--- src/rtl/dmem_pkg.sv ---
// ============================================================================
// Module : dmem_pkg
// Brief  : Shared types and default sizing for the data-memory arbiter.
// Rev    : 1.0  initial release
// ============================================================================
`default_nettype none

package dmem_pkg;

    typedef enum logic {PORT_CPU = 1'b0, PORT_IMG = 1'b1} port_e;

    typedef struct packed {
        logic        we;
        logic [31:0] addr;
        logic [31:0] wdata;
    } dmem_req_t;

    localparam int unsigned c_NUM_WORDS_DEFAULT = 10;
    localparam int unsigned c_MAX_WAIT_DEFAULT  = 4;

endpackage

`default_nettype wire

--- src/rtl/dmem_arbiter.sv ---
// ============================================================================
// Module : dmem_arbiter
// Brief  : Two-port fixed-priority arbiter with starvation bound in front of
//          data_memory; range/alignment check and one tagged response per grant.
// Rev    : 1.0  initial release
// ============================================================================
`default_nettype none

module dmem_arbiter
    import dmem_pkg::*;
#(
    parameter int unsigned NUM_WORDS = c_NUM_WORDS_DEFAULT,
    parameter int unsigned MAX_WAIT  = c_MAX_WAIT_DEFAULT
) (
    input  logic        clk,
    input  logic        rst_n,
    input  logic        p0_req,
    input  logic        p0_we,
    input  logic [31:0] p0_addr,
    input  logic [31:0] p0_wdata,
    output logic        p0_gnt,
    output logic        p0_rvalid,
    output logic [31:0] p0_rdata,
    output logic        p0_err,
    input  logic        p1_req,
    input  logic        p1_we,
    input  logic [31:0] p1_addr,
    input  logic [31:0] p1_wdata,
    output logic        p1_gnt,
    output logic        p1_rvalid,
    output logic [31:0] p1_rdata,
    output logic        p1_err,
    output logic        mem_write,
    output logic [31:0] mem_address,
    output logic [31:0] mem_write_data,
    input  logic [31:0] mem_read_data
);

    localparam int unsigned       c_WCW      = $clog2(MAX_WAIT + 1);
    localparam logic [c_WCW-1:0] c_WAIT_MAX = c_WCW'(MAX_WAIT);

    function automatic logic f_legal(input logic [31:0] addr);
        return (addr[1:0] == 2'b00) && ({2'b00, addr[31:2]} < 32'(NUM_WORDS));
    endfunction

    logic [c_WCW-1:0] r_wait_cnt;
    logic             r_rsp_valid;
    port_e            r_rsp_port;
    logic             r_rsp_err;
    logic             r_rsp_we;

    dmem_req_t w_req0;
    dmem_req_t w_req1;
    dmem_req_t w_win;
    logic      w_gnt0;
    logic      w_gnt1;
    logic      w_any;
    logic      w_legal;

    // Grants are gated by rst_n so every output reads 0 while reset is held.
    always_comb begin
        w_req0  = '{we: p0_we, addr: p0_addr, wdata: p0_wdata};
        w_req1  = '{we: p1_we, addr: p1_addr, wdata: p1_wdata};
        w_gnt0  = 1'b0;
        w_gnt1  = 1'b0;
        if (rst_n) begin
            if (p1_req && (r_wait_cnt == c_WAIT_MAX)) begin
                w_gnt1 = 1'b1;
            end else if (p0_req) begin
                w_gnt0 = 1'b1;
            end else if (p1_req) begin
                w_gnt1 = 1'b1;
            end
        end
        w_any          = w_gnt0 | w_gnt1;
        w_win          = w_gnt1 ? w_req1 : w_req0;
        w_legal        = f_legal(w_win.addr);
        mem_write      = w_any && w_win.we && w_legal;
        mem_address    = w_any ? w_win.addr  : 32'h0;
        mem_write_data = w_any ? w_win.wdata : 32'h0;
    end

    assign p0_gnt = w_gnt0;
    assign p1_gnt = w_gnt1;

    always_ff @(posedge clk or negedge rst_n) begin
        if (!rst_n) begin
            r_wait_cnt  <= '0;
            r_rsp_valid <= 1'b0;
            r_rsp_port  <= PORT_CPU;
            r_rsp_err   <= 1'b0;
            r_rsp_we    <= 1'b0;
        end else begin
            r_rsp_valid <= w_any;
            r_rsp_port  <= w_gnt1 ? PORT_IMG : PORT_CPU;
            r_rsp_err   <= !w_legal;
            r_rsp_we    <= w_win.we;
            if (p1_req && !w_gnt1) begin
                if (r_wait_cnt != c_WAIT_MAX) begin
                    r_wait_cnt <= r_wait_cnt + c_WCW'(1);
                end
            end else begin
                r_wait_cnt <= '0;
            end
        end
    end

    // Read data passes straight from the memory's registered output.
    assign p0_rvalid = r_rsp_valid && (r_rsp_port == PORT_CPU);
    assign p1_rvalid = r_rsp_valid && (r_rsp_port == PORT_IMG);
    assign p0_err    = p0_rvalid && r_rsp_err;
    assign p1_err    = p1_rvalid && r_rsp_err;
    assign p0_rdata  = (p0_rvalid && !r_rsp_err && !r_rsp_we) ? mem_read_data : 32'h0;
    assign p1_rdata  = (p1_rvalid && !r_rsp_err && !r_rsp_we) ? mem_read_data : 32'h0;

endmodule

`default_nettype wire
--- config.mk ---
export PLATFORM = sky130hd
export DESIGN_NAME = dmem_arbiter
export DESIGN_NICKNAME = d
export VERILOG_FILES = /design/src/rtl/dmem_pkg.sv /design/src/rtl/dmem_arbiter.sv
export SDC_FILE = /design/constraint.sdc
export NUM_CORES = 1
export LEC_CHECK = 0
export ABC_AREA = 1
export CAP_MARGIN = 20
export CELL_PAD_IN_SITES_DETAIL_PLACEMENT = 1
export CELL_PAD_IN_SITES_GLOBAL_PLACEMENT = 2
export CORE_UTILIZATION = 10
export DETAILED_ROUTE_END_ITERATION = 8
export GPL_TIMING_DRIVEN = 0
export PLACE_DENSITY_LB_ADDON = 0.1
export RECOVER_POWER = 100
export SLEW_MARGIN = 20
export SYNTH_ARGS = -nofsm -noshare
export SYNTH_HDL_FRONTEND = slang
export SYNTH_SLANG_ARGS = --single-unit
--- constraint.sdc ---
create_clock -name clk -period 4.3 [get_ports clk]
set_clock_uncertainty 0.05 [all_clocks]
set_input_delay 0.43 -clock clk [delete_from_list [all_inputs] [get_ports clk]]
set_output_delay 0.43 -clock clk [all_outputs]
set_load 0.05 [all_outputs]
==> flow_metrics.tcl <==
set metrics [dict create \
    status "finished, final reports clean" \
    clkLatencyLatePin_ns 0.23 \
    worstSetupEndpointType "output pin" \
    synth-compound-area-share_pct 9.09 \
    port_buffers 300 \
    final_nets 931 \
    drive_gt1_share_pct 3.81 \
    yosys-top-cells-area "nand2_1 (27%), nor2_1 (19%), inv_1 (14%)" \
    drv_cap 0 \
    synth_ff_type "dfrtp_1" \
    tns_ns 0 \
    cts.clk_slew.worst_paths_ns 0.04 \
    cts_tree "built" \
    synth.most_common_cell "nand2_1" \
    worstRegToRegCells 13 \
    critPathMaxFanout 11 \
    worstMarginPinSlew_ns 0.574 \
    first_pass_iters 4 \
    synth.area.mux_share_pct 0 \
    detail_route.wirelength_um 14700 \
    syn_nets 626 \
    synth_area_um2 2120 \
    multi_input_area_um2 1490 \
    grt.total_usage_pct 12.9 \
    cts.sinks 7 \
    syn_to_final_growth_pct 161 \
    cts_buffer_depth 2 \
    synth_fa_ha_area_share_pct 1.18 \
    grt_start_max_net_pins 12 \
    cts_root_buf "clkbuf_16" \
    critPathLaunchType "primary input" \
    cts_made_buffers 3 \
    leakage_nw 2.94 \
    worstPathRequired_ns 3.82 \
    cp.arrival_ns 3.43 \
    regArea_um2 175 \
    yosys-top-cells-count "nand2_1 (154), nor2_1 (108), inv_1 (77)" \
    wl_per_cell_um 14.2 \
    ys_seq_area_share_pct 8.26 \
    drc 0 \
    slew_viol_final 0 \
    report.power.total_mw 0.821 \
    max_freq_mhz 256 \
    dr.first_iter.drc_count 52 \
    hpwl_um 12800 \
    vdd_ir_drop_max_uv 93.1 \
    gp_congestion 0.839 \
    synth_top_family_by_area "simple AND/OR/NAND/NOR gates" \
    crit-reg2reg-launch "r_wait_cnt[0]" \
    die_area_um2 21800 \
    r2r_end "r_rsp_err" \
    htree_levels 1 \
    path_class "in2out" \
    synthCells 458 \
    rsz0062_at_grt "false" \
    nFillCells 2591 \
    p_per_area_nw_per_um2 148 \
    viasPerCell 3.71 \
    period_share_pct 90.8 \
    rows 52 \
    core-area_um2 20500 \
    worstSetupEndpoint "mem_write_data[30]" \
    grt_overflow 0 \
    first_global_vias 4134 \
    ys_seq_elements 7 \
    async_flop_share_pct 100 \
    grt_pass1_wl_um 22100 \
    ios 301 \
    cts_resized 0 \
    yosysTopAreaCellShare_pct 27.3 \
    maxSlewHeadroom_pct 61.6 \
    final_hold_viol_count 0 \
    synth_xor_area_share_pct 0.413 \
    setup_viol 0 \
    synth_warnings 0 \
    synth-edff-count 0 \
    rrSetupSlack_ns 2.20 \
    yosysTopAreaCell "nand2_1" \
    cp-startpoint "rst_n" \
    antenna_found_initial 0 \
    ctsHoldBuffers 0 \
    fin_crit_ns 3.91 \
    hold_class "in2async" \
    cts_setup_buffers 0 \
    yosysUniqueCellTypes 20 \
    antenna_cells 0 \
    die_h_um 148 \
    initial_core_util_pct 10.3 \
    ant_nets 0 \
    vias 3824 \
    syn_area_per_cell_um2 4.63 \
    synthSimpleGateAreaFrac_pct 59.6 \
    dieWidth_um 148 \
]
-- through the flow --
step / setup slack, ns / instances / hold slack [ns] / instance area (µm²) / util, %
2_1_floorplan: 1.48 / 458 / 0.0844 / 2120 / -
3_5_place_dp: 0.310 / 1028 / 0.541 / 5460 / 26.6
5_1_grt: 0.0626 / 1032 / 0.489 / 5540 / 27.0
3_3_place_gp: 0.329 / 1028 / 0.511 / 5460 / 26.6
4_1_cts: 0.307 / 1032 / 0.461 / 5540 / 27.0
6_report: 0.395 / 1032 / 0.452 / 5540 / 27.0
-- where the power goes --
part	leakage, nW	switching (mW)	internal [mW]
Clock	0.0382	0.0355	0.123
Sequential	0.0862	0.00320	0.0722
Combinational	2.82	0.338	0.248
-- cell type report --
class,count,share of cell area [%]
plain buffers,28,2.78
flip-flops and latches,7,3.16
multi-input cells,343,26.9
repair buffers,300,54.2
inverters,80,5.42
clock buffers,4,1.42
well taps,270,6.10
-- critical path, cell delays in order --
cell and delay [ns]:
clkdlybuf4s50_1 0.72, nand2_1 0.11, inv_1 0.11, nand2_2 0.12
buf_2 0.21, inv_1 0.27, buf_2 0.30, nand2_1 0.08
a21oi_1 0.16, dlygate4sd3_1 0.90
-- placed cells by master, fill, tap and decap left out, drive strengths merged --
| master | instances |
|---|---|
| clkdlybuf4s50 | 167 |
| nand2 | 158 |
| dlygate4sd3 | 133 |
| nor2 | 110 |
| inv | 80 |
| a21oi | 33 |
| nand3b | 27 |
| buf | 19 |
| clkbuf | 13 |
| nand3 | 7 |
| dfrtp | 7 |
| o21ai | 4 |
| ha | 2 |
| xnor2 | 1 |
| a211oi | 1 |
-- worst min-delay path by stage --
stage,cells past startpoint,endpoint,slack (ns)
6_report,1,r_wait_cnt[2],0.45
5_1_grt,1,r_wait_cnt[2],0.49
4_1_cts,1,r_wait_cnt[2],0.46
3_5_place_dp,2,r_wait_cnt[1],0.54
3_3_place_gp,2,r_wait_cnt[1],0.51
2_1_floorplan,0,r_rsp_err,0.08
-- per-layer routing --
metal / track usage (%) / share of wire [%]
met5: 0 / 0
met3: 3.18 / 9.5
met1: 14.0 / 38
met2: 25.4 / 51
met4: 1.91 / 0.84
-- sequential cells by signal (all words and copies together), names as in the netlist --
| signal | cells |
|---|---|
| r_rsp_we | 1 |
| r_rsp_valid | 1 |
| r_wait_cnt | 3 |
| r_rsp_err | 1 |
| r_rsp_port | 1 |
-- cells by family after synthesis --
kind of cell               Yosys count
AOI/OAI and AO/OA                   38
DFF                                  7
xor gates and xnor gates             1
and+or+nand+nor                    302
adders and majority gates            2
buffers and inverters              108
Note: power is estimated with default switching activity, not from simulation.
